===== src/rtl/keypad_pkg.sv =====
// keypad_pkg: shared encodings and constants for the 4x4 keypad scanner
package keypad_pkg;

    localparam int KP_ROWS = 4;
    localparam int KP_COLS = 4;
    localparam logic [3:0] ROW_NONE = 4'b1111;

    typedef enum logic [1:0] {IDLE, PRESS_DEB, HELD, REL_DEB} kp_state_e;

    typedef enum logic [1:0] {NONE, SINGLE, MULTI} scan_res_e;

    // Number of active-low column bits, saturated at 2 (0 = no hit, 1 = hit, 2 = multi)
    function automatic logic [1:0] low_count(input logic [3:0] c);
        logic [2:0] n;
        n = 3'(!c[0]) + 3'(!c[1]) + 3'(!c[2]) + 3'(!c[3]);
        return (n > 3'd2) ? 2'd2 : n[1:0];
    endfunction

endpackage


===== src/rtl/keypad_scan_sync2_bus.sv =====
// sync2_bus: 4-bit two-flop synchroniser, resets to all ones (keys open)
module sync2_bus
    import keypad_pkg::*;
(
    input  logic       clk,
    input  logic       rst,
    input  logic [3:0] d,
    output logic [3:0] q
);

    logic [3:0] s1_q, s2_q;

    // Two-stage capture of the asynchronous column inputs
    always_ff @(posedge clk or negedge rst) begin
        if (!rst) begin
            s1_q <= ROW_NONE;
            s2_q <= ROW_NONE;
        end else begin
            s1_q <= d;
            s2_q <= s1_q;
        end
    end

    assign q = s2_q;

endmodule


===== src/rtl/keypad_scan.sv =====
// keypad_scan: row-scans a 4x4 active-low keypad, debounces and reports one key
module keypad_scan
    import keypad_pkg::*;
#(
    parameter int DEB_SCANS = 4
) (
    input  logic       clk,
    input  logic       rst,
    input  logic [3:0] col,
    output logic [3:0] row,
    output logic [3:0] key_code,
    output logic       key_valid,
    output logic       key_down
);

    localparam logic [2:0] DEB = 3'(DEB_SCANS);

    logic [3:0] col_s2;
    logic [1:0] phase_q, phase_d, row_idx_q, row_idx_d;
    logic [3:0] row_q, row_d;
    logic [1:0] acc_hits_q, acc_hits_d;
    logic [3:0] acc_code_q, acc_code_d;
    kp_state_e  state_q, state_d;
    logic [2:0] cnt_q, cnt_d;
    logic [3:0] cand_q, cand_d;
    logic [3:0] key_code_q, key_code_d;
    logic       key_valid_q, key_valid_d;
    logic       key_down_q, key_down_d;

    logic       sample, scan_end;
    logic [1:0] row_hits, tot_hits, col_idx;
    logic [2:0] hit_sum, cnt_inc;
    logic [3:0] code;
    scan_res_e  res;

    sync2_bus u_sync (
        .clk(clk),
        .rst(rst),
        .d  (col),
        .q  (col_s2)
    );

    // Row timing and per-scan hit accumulation; the last row's sample is folded into the result
    always_comb begin
        sample     = phase_q == 2'd3;
        scan_end   = sample && row_idx_q == 2'd3;
        row_hits   = low_count(col_s2);
        col_idx    = !col_s2[0] ? 2'd0 : !col_s2[1] ? 2'd1 : !col_s2[2] ? 2'd2 : 2'd3;
        hit_sum    = {1'b0, acc_hits_q} + {1'b0, row_hits};
        tot_hits   = (hit_sum > 3'd2) ? 2'd2 : hit_sum[1:0];
        code       = (acc_hits_q == 2'd0) ? {row_idx_q, col_idx} : acc_code_q;
        res        = (tot_hits == 2'd0) ? NONE : (tot_hits == 2'd1) ? SINGLE : MULTI;
        phase_d    = phase_q + 2'd1;
        row_idx_d  = sample ? row_idx_q + 2'd1 : row_idx_q;
        row_d      = (phase_q == 2'd0) ? ~(4'b0001 << row_idx_q) : row_q;
        acc_hits_d = scan_end ? 2'd0 : sample ? tot_hits : acc_hits_q;
        acc_code_d = scan_end ? 4'd0 : sample ? code : acc_code_q;
        cnt_inc    = cnt_q + 3'd1;
    end

    // Debounce FSM, advanced only on scan-result edges; key_valid defaults low so it is a single-cycle pulse
    always_comb begin
        state_d     = state_q;
        cnt_d       = cnt_q;
        cand_d      = cand_q;
        key_code_d  = key_code_q;
        key_valid_d = 1'b0;
        key_down_d  = key_down_q;
        if (scan_end) begin
            case (state_q)
                IDLE: if (res == SINGLE) begin
                    cand_d = code;
                    if (DEB == 3'd1) begin
                        key_code_d  = code;
                        key_valid_d = 1'b1;
                        key_down_d  = 1'b1;
                        cnt_d       = 3'd0;
                        state_d     = HELD;
                    end else begin
                        cnt_d   = 3'd1;
                        state_d = PRESS_DEB;
                    end
                end
                PRESS_DEB: if (res == SINGLE && code == cand_q) begin
                    if (cnt_inc == DEB) begin
                        key_code_d  = cand_q;
                        key_valid_d = 1'b1;
                        key_down_d  = 1'b1;
                        cnt_d       = 3'd0;
                        state_d     = HELD;
                    end else begin
                        cnt_d = cnt_inc;
                    end
                end else begin
                    cnt_d   = 3'd0;
                    state_d = IDLE;
                end
                HELD: if (res == NONE) begin
                    if (DEB == 3'd1) begin
                        key_down_d = 1'b0;
                        cnt_d      = 3'd0;
                        state_d    = IDLE;
                    end else begin
                        cnt_d   = 3'd1;
                        state_d = REL_DEB;
                    end
                end
                REL_DEB: if (res == NONE) begin
                    if (cnt_inc == DEB) begin
                        key_down_d = 1'b0;
                        cnt_d      = 3'd0;
                        state_d    = IDLE;
                    end else begin
                        cnt_d = cnt_inc;
                    end
                end else begin
                    cnt_d   = 3'd0;
                    state_d = HELD;
                end
                default: begin
                    cnt_d   = 3'd0;
                    state_d = IDLE;
                end
            endcase
        end
    end

    // All scanner and FSM state, cleared immediately by reset
    always_ff @(posedge clk or negedge rst) begin
        if (!rst) begin
            phase_q     <= 2'd0;
            row_idx_q   <= 2'd0;
            row_q       <= ROW_NONE;
            acc_hits_q  <= 2'd0;
            acc_code_q  <= 4'd0;
            state_q     <= IDLE;
            cnt_q       <= 3'd0;
            cand_q      <= 4'd0;
            key_code_q  <= 4'd0;
            key_valid_q <= 1'b0;
            key_down_q  <= 1'b0;
        end else begin
            phase_q     <= phase_d;
            row_idx_q   <= row_idx_d;
            row_q       <= row_d;
            acc_hits_q  <= acc_hits_d;
            acc_code_q  <= acc_code_d;
            state_q     <= state_d;
            cnt_q       <= cnt_d;
            cand_q      <= cand_d;
            key_code_q  <= key_code_d;
            key_valid_q <= key_valid_d;
            key_down_q  <= key_down_d;
        end
    end

    assign row       = row_q;
    assign key_code  = key_code_q;
    assign key_valid = key_valid_q;
    assign key_down  = key_down_q;

endmodule

===== config.mk =====
export PLATFORM = sky130hd
export DESIGN_NAME = keypad_scan
export DESIGN_NICKNAME = d
export VERILOG_FILES = /design/src/rtl/keypad_pkg.sv /design/src/rtl/keypad_scan_sync2_bus.sv /design/src/rtl/keypad_scan.sv
export SDC_FILE = /design/constraint.sdc
export NUM_CORES = 1
export LEC_CHECK = 0
export BUFFER_PORTS_ARGS = -buffer_cell sky130_fd_sc_hd__buf_2
export CAP_MARGIN = 40
export CORE_ASPECT_RATIO = 1.4
export CORE_MARGIN = 4
export CORE_UTILIZATION = 25
export CTS_CLUSTER_DIAMETER = 80
export DETAILED_ROUTE_END_ITERATION = 12
export REMOVE_ABC_BUFFERS = 1
export SLEW_MARGIN = 20
export SYNTH_ARGS = -nofsm -noshare
export SYNTH_HDL_FRONTEND = slang
export SYNTH_HIERARCHICAL = 1
export SYNTH_SLANG_ARGS = --single-unit
export TNS_END_PERCENT = 5

===== constraint.sdc =====
create_clock -name clk -period 6.1 [get_ports clk]
set_input_delay 1.22 -clock clk [delete_from_list [all_inputs] [get_ports clk]]
set_output_delay 1.22 -clock clk [all_outputs]
set_load 0.01 [all_outputs]

==> impl_metrics.tcl, run 1 <==
set metrics [dict create \
    outcome "finished, final reports clean" \
    layout-area-overhead-vs-synth_pct 14.1 \
    die_h_um 112 \
    crit_type "flip-flop to flip-flop" \
    first_global_vias 1331 \
    drt_first_iter_violations 105 \
    arrival_ns 3.82 \
    cell_internal_pwr_mw 0.379 \
    clock_tree_from_tritoncts "yes" \
    sequentialPowerShare 0.549 \
    grt_first_pass_wirelength_um 5930 \
    start_kind "flip-flop" \
    share_comb_of_total_power 0.139 \
    critPathLaunch "u_sync/q[0]" \
    maxSlewViolCount 0 \
    crit_family "adder cells" \
    p_sw_mw 0.153 \
    grtUsageTotal 0.0831 \
    timing.hold.worst.class "flip-flop to flip-flop" \
    io_buffers 15 \
    globalRoute.totalOverflow 0 \
    route.detailed.wl_per_inst_um 11.4 \
    post_drt_via_cell_ratio 4.28 \
    pin_count 16 \
    htree_levels 2 \
    synth_seq_cells 37 \
    nNetsFinal 213 \
    cts_buffers 5 \
    drt-pass1-iter-count 4 \
    worst_ep_required_time_ns 6.27 \
    hold_buffers 0 \
    synthArstFlopShare 1.00 \
    fin_ws_ns 2.46 \
    die_area_mm2 0.00919 \
    rsz0062_at_grt "false" \
    worst_ir_drop_vdd_v 0.000120 \
    cellLeakagePower_nw 1.04 \
    root_buffer "sky130_fd_sc_hd__clkbuf_8" \
    syn_area_per_cell_um2 11.1 \
    postCtsResizedCells 0 \
    dpl.hpwl_um 2450 \
    clock_power_share 0.313 \
    syn_area_mm2 0.00193 \
    seq_area_frac_synth 0.489 \
    placementRows 37 \
    netlist-cell-type-count 45 \
    final.hold.worst_slack_ns 0.356 \
    period_share 0.597 \
    max_slew_margin 0.595 \
    initial_utilization 0.260 \
    cts.reportedPaths.clkPinSlew_ns 0.07 \
    least_margin_pin_slew_ns 0.607 \
    timing_hold_violations_final 0 \
    setup_viol 0 \
    finalWeightedCongestion 0.761 \
    powerDensity_mw_per_mm2 242 \
    yosysWarnings 6 \
    critical_path.cell_chain "inv_1 > fa_1 > ha_1 > inv_1 > ha_1 > and2_1 > ha_1 > inv_1 > fa_1 > and2_0 > nand4b_1 > a211oi_2 > nand4b_4 > mux2_4" \
    clkLatencyLatePin_ns 0.29 \
    detailroute.via_count 1240 \
    crit_slowest_cell "sky130_fd_sc_hd__dfstp_2" \
    synthesis.instances 174 \
    core_area_mm2 0.00741 \
    cp_max_fo 6 \
    fmax_ghz 0.275 \
    setup_slack_placement_ns 2.46 \
    cts_buffer_depth 2 \
    grt_max_degree 20 \
    swShare 0.288 \
    postCtsSetupBuffers 0 \
    final.fill_count 800 \
    reg2reg_from "u_sync/q[0]" \
    die_width_um 82.2 \
    antenna_found_initial 0 \
    synth-main-ff-cell "sky130_fd_sc_hd__dfrtp_1" \
    hold_start "u_sync/s1_q[1]" \
    cap_viol_max_count 0 \
    tns_ns 0 \
    fin_crit_ns 3.64 \
    total_buffers_and_inverters_traversed_by_the_critical_path 3 \
    clock_sink_count 37 \
    endpoint_kind "flip-flop" \
    layout-drive-gt1-share 0.254 \
    synth_edf_count 0 \
    wl_um 3320 \
    antenna-diode-count 0 \
    drt_drc_violations_left 0 \
    skew_ns 0.0115 \
    ant_nets 0 \
    slowest_delay_ns 0.56 \
]
## flip-flops by register name, summed over array words and instances (netlist names), 3 cells and up
| signal | cells |
|---|---|
| u_sync/s1_q | 4 |
| acc_code_q | 4 |
| row | 4 |
| cand_q | 4 |
| u_sync/q | 4 |
| key_code | 4 |
| cnt_q | 3 |
## cell usage in the layout, fill, tap and decap left out, types with 7 or more instances in the layout
cell and n:
sky130_fd_sc_hd__ha_1 13, sky130_fd_sc_hd__dfstp_2 12, sky130_fd_sc_hd__a31oi_1 7, sky130_fd_sc_hd__nand2_1 8, sky130_fd_sc_hd__dfrtp_1 25, sky130_fd_sc_hd__a21oi_1 8, sky130_fd_sc_hd__o21ai_0 7, sky130_fd_sc_hd__nor2_1 9
sky130_fd_sc_hd__buf_2 16, sky130_fd_sc_hd__inv_1 22
## path summary, 6_finish.rpt
| check | cells past startpoint | end | slack [ns] |
|---|---|---|---|
| worst max-delay path | 14 | key_code[2] | 2.46 |
| worst min-delay path | 0 | u_sync/q[1] | 0.36 |
| worst max register to register | 14 | key_code[2] | 2.46 |
| worst min register to register | 0 | u_sync/q[1] | 0.36 |
| max in group asynchronous | 2 | u_sync/s1_q[0] | 4.67 |
| min in group asynchronous | 1 | cnt_q[0] | 0.88 |
## area by class of cell
cell class | instances | area [µm²] | share of cell area
well taps | 97 | 121 | 0.0552
flip-flops and latches | 37 | 941 | 0.428
clock buffers | 6 | 72.6 | 0.0330
clock inverters | 2 | 10.0 | 0.00456
multi-input cells | 109 | 862 | 0.392
inverters | 22 | 82.6 | 0.0376
repair buffers | 17 | 108 | 0.0490
## metal layers
layer	GRT usage	routed length, µm
met3	0.0291	119
met5	0	0
met4	0.0333	56
met1	0.102	1530
met2	0.131	1610
## cells by family (layout without fill, tap and decap cells)
family          Yosys count  after routing  share of synthesized area
compound gates           37             37                      0.122
xor+xnor                  7              7                     0.0396
fa+ha+maj                15             15                      0.105
buf+inv                  28             47                     0.0637
flops                    37             37                      0.489
mux                       9              9                     0.0578
simple gates             41             41                      0.123
## synth_stat cells, types with 4 or more instances
library cell / number / area, µm²
sky130_fd_sc_hd__o21ai_0: 7 / 35.0
sky130_fd_sc_hd__nand2_1: 8 / 30.0
sky130_fd_sc_hd__xor2_1: 4 / 35.0
sky130_fd_sc_hd__nor2_1: 9 / 33.8
sky130_fd_sc_hd__mux2_4: 4 / 60.1
sky130_fd_sc_hd__a21oi_1: 8 / 40.0
sky130_fd_sc_hd__a31oi_1: 7 / 43.8
sky130_fd_sc_hd__ha_1: 13 / 163
sky130_fd_sc_hd__nand3_1: 5 / 25.0
sky130_fd_sc_hd__inv_1: 22 / 82.6
sky130_fd_sc_hd__o22ai_1: 5 / 31.3
sky130_fd_sc_hd__mux2i_1: 4 / 40.0
sky130_fd_sc_hd__dfrtp_1: 25 / 626
sky130_fd_sc_hd__dfstp_2: 12 / 315
## power groups by stage
stage               combinational (mW)  clock [mW]  sequential (mW)
floorplan                       0.0561           0            0.291
global placement                0.0698           0            0.296
detailed placement              0.0748           0            0.297
CTS                             0.0751       0.173            0.292
global route                    0.0856       0.187            0.296
finish                          0.0739       0.166            0.292
## through the flow
step           utilization  cell area, µm²  total power [mW]  cells
2_1_floorplan            -            1890             0.347    168
3_3_place_gp         0.281            2080             0.366    280
3_5_place_dp         0.285            2110             0.372    282
4_1_cts              0.297            2200             0.540    290
5_1_grt              0.297            2200             0.568    290
6_report             0.297            2200             0.532    290
No activity file was read; power rests on OpenSTA's default activity.
==> run 2: changes to the inputs <==
clock period = 3.05 ns   (was 6.1 ns; I/O delays follow)
==> impl_metrics.tcl, run 2 (synthesis results as in run 1) <==
set metrics [dict create \
    outcome "finished with violations" \
    violations "setup timing" \
    worst_ir_drop_vdd_v 0.000289 \
    die_width_um 82.2 \
    swShare 0.267 \
    drt_first_iter_violations 57 \
    layout_common_cells "25 x sky130_fd_sc_hd__dfrtp_1, 19 x sky130_fd_sc_hd__inv_1, 15 x sky130_fd_sc_hd__buf_2" \
    hold_buffers 0 \
    design_power_total_mw 1.17 \
    first_global_vias 1364 \
    worst_ep_required_time_ns 3.22 \
    critical_path.cell_chain "inv_2 > fa_1 > ha_2 > inv_2 > ha_4 > and2_4 > ha_4 > inv_2 > fa_1 > and2_4 > nand4b_1 > a211oi_2 > nand4b_4 > mux2_4" \
    fmax_ghz 0.299 \
    drt_drc_violations_left 0 \
    cellLeakagePower_nw 1.09 \
    worst-r2r-setup-slack_ns -0.30 \
    final.fill_count 799 \
    p_sw_mw 0.312 \
    endpoint_kind "flip-flop" \
    skew_ns 0.00915 \
    layout-area-overhead-vs-synth_pct 21.3 \
    nNetsFinal 221 \
    cp_max_fo 6 \
    arrival_ns 3.52 \
    cap_viol_max_count 0 \
    drt-pass1-iter-count 4 \
    clock_sink_count 37 \
    slowest_delay_ns 0.53 \
    least_margin_pin_slew_ns 0.468 \
    crit_family "adder cells" \
    initial_utilization 0.260 \
    die_h_um 112 \
    rsz0062_at_grt "true" \
    layout-drive-gt1-share 0.333 \
    pin_count 16 \
    total_buffers_and_inverters_traversed_by_the_critical_path 3 \
    cts_buffer_depth 2 \
    grt_max_degree 22 \
    cts_buffers 5 \
    crit_type "flip-flop to flip-flop" \
    fin_crit_ns 3.35 \
    r2r_cells 14 \
    antenna-diode-count 0 \
    multiInputGateArea_um2 915 \
    post_drt_via_cell_ratio 4.34 \
    timing_hold_violations_final 0 \
    fin_area_mm2 0.00234 \
    globalRoute.totalOverflow 0 \
    sequentialPowerShare 0.500 \
    clkLatencyLatePin_ns 0.29 \
    final_util 0.315 \
    detailroute.via_count 1294 \
    powerDensity_mw_per_mm2 500 \
    clock_tree_from_tritoncts "yes" \
    setup_slack_placement_ns -0.366 \
    share_comb_of_total_power 0.147 \
    critical-path-top-cell-by-count "sky130_fd_sc_hd__inv_2" \
    r2r_end "key_code[2]" \
    final_common_cell "sky130_fd_sc_hd__dfrtp_1" \
    maxSlewViolCount 0 \
    fin_ws_ns -0.298 \
    wl_um 3440 \
    root_buffer "sky130_fd_sc_hd__clkbuf_8" \
    ant_nets 0 \
    reg2reg_from "u_sync/q[3]" \
    grtUsageTotal 0.0837 \
    core_area_mm2 0.00741 \
    die_area_mm2 0.00919 \
    io_buffers 15 \
    crit_slowest_cell "sky130_fd_sc_hd__dfstp_2" \
    cell_internal_pwr_mw 0.855 \
    finalWeightedCongestion 0.745 \
    start_kind "flip-flop" \
    dpl.hpwl_um 2570 \
    grt_first_pass_wirelength_um 6120 \
    dpl-instance-area_mm2 0.00217 \
    max_slew_margin 0.688 \
    antenna_found_initial 0 \
    cts.reportedPaths.clkPinSlew_ns 0.08 \
    placementRows 37 \
    clock_power_share 0.353 \
    route.detailed.wl_per_inst_um 11.6 \
    period_share 1.10 \
    setup_viol 14 \
    timing.hold.worst.class "input port to async pin" \
    htree_levels 2 \
    sequential_cell_area_um2 941 \
]
==> run 2: cell types whose count changed in the layout (fill, tap and decap cells not counted), moves of 2 or more <==
| cell | change |
|---|---|
| sky130_fd_sc_hd__inv_2 | +3 |
| sky130_fd_sc_hd__and2_4 | +2 |
| sky130_fd_sc_hd__buf_4 | +9 |
| sky130_fd_sc_hd__clkinv_2 | -2 |
| sky130_fd_sc_hd__ha_4 | +3 |
| sky130_fd_sc_hd__ha_1 | -4 |
| sky130_fd_sc_hd__inv_1 | -3 |
==> run 2: through the flow <==
| step | hold slack (ns) | std cells | TNS, ns |
|---|---|---|---|
| 2_1_floorplan | 0.314 | 168 | -3.34 |
| 3_3_place_gp | 0.346 | 288 | -2.59 |
| 3_5_place_dp | 0.347 | 289 | -3.53 |
| 4_1_cts | 0.272 | 298 | -2.60 |
| 5_1_grt | 0.280 | 298 | -4.83 |
| 6_report | 0.264 | 298 | -2.31 |
==> run 2: worst register-to-register path: cells and delay by family, from the launching register on <==
kind / cells / cell delay, ns
mux: 1 / 0.34
compound gates: 1 / 0.25
simple gates: 4 / 0.59
flops: 1 / 0.53
buf+inv: 3 / 0.13
fa+ha+maj: 5 / 1.40
==> run 2: worst max path at each step <==
stage                     start          end  slack, ns  depth (start not counted)
finish              u_sync/q[3]  key_code[2]      -0.30                         14
global route        u_sync/q[3]  key_code[1]      -0.44                         14
CTS                 u_sync/q[3]  key_code[2]      -0.35                         12
detailed placement  u_sync/q[0]  key_code[3]      -0.37                         14
global placement    u_sync/q[0]  key_code[2]      -0.29                         14
floorplan           u_sync/q[0]  key_code[2]      -0.37                         14
==> run 2: area by class of cell <==
type / instances / area share
timing repair buffer: 25 / 0.0728
tap: 97 / 0.0520
multi-input combinational: 109 / 0.392
inverter: 22 / 0.0354
clock inverter: 2 / 0.0145
clock buffer: 6 / 0.0311
sequential: 37 / 0.403
==> run 2: repair_timing <==
item / CTS / global route
resized for setup: 13 / 1
pin swaps: 5 / 1
setup endpoints to repair: 16 / 16
buffers inserted: 1 / 0
==> run 2: routing by layer <==
metal  wire [µm]  track usage
met3         139       0.0243
met4          39       0.0233
met2        1710        0.139
met5           0            0
met1        1550        0.104
==> run 2: power by group through the flow <==
stage / clock [mW] / sequential [mW] / combinational [mW]
finish: 0.412 / 0.584 / 0.171
floorplan: 0 / 0.582 / 0.112
CTS: 0.423 / 0.584 / 0.173
detailed placement: 0 / 0.593 / 0.158
global route: 0.444 / 0.593 / 0.199
global placement: 0 / 0.591 / 0.149
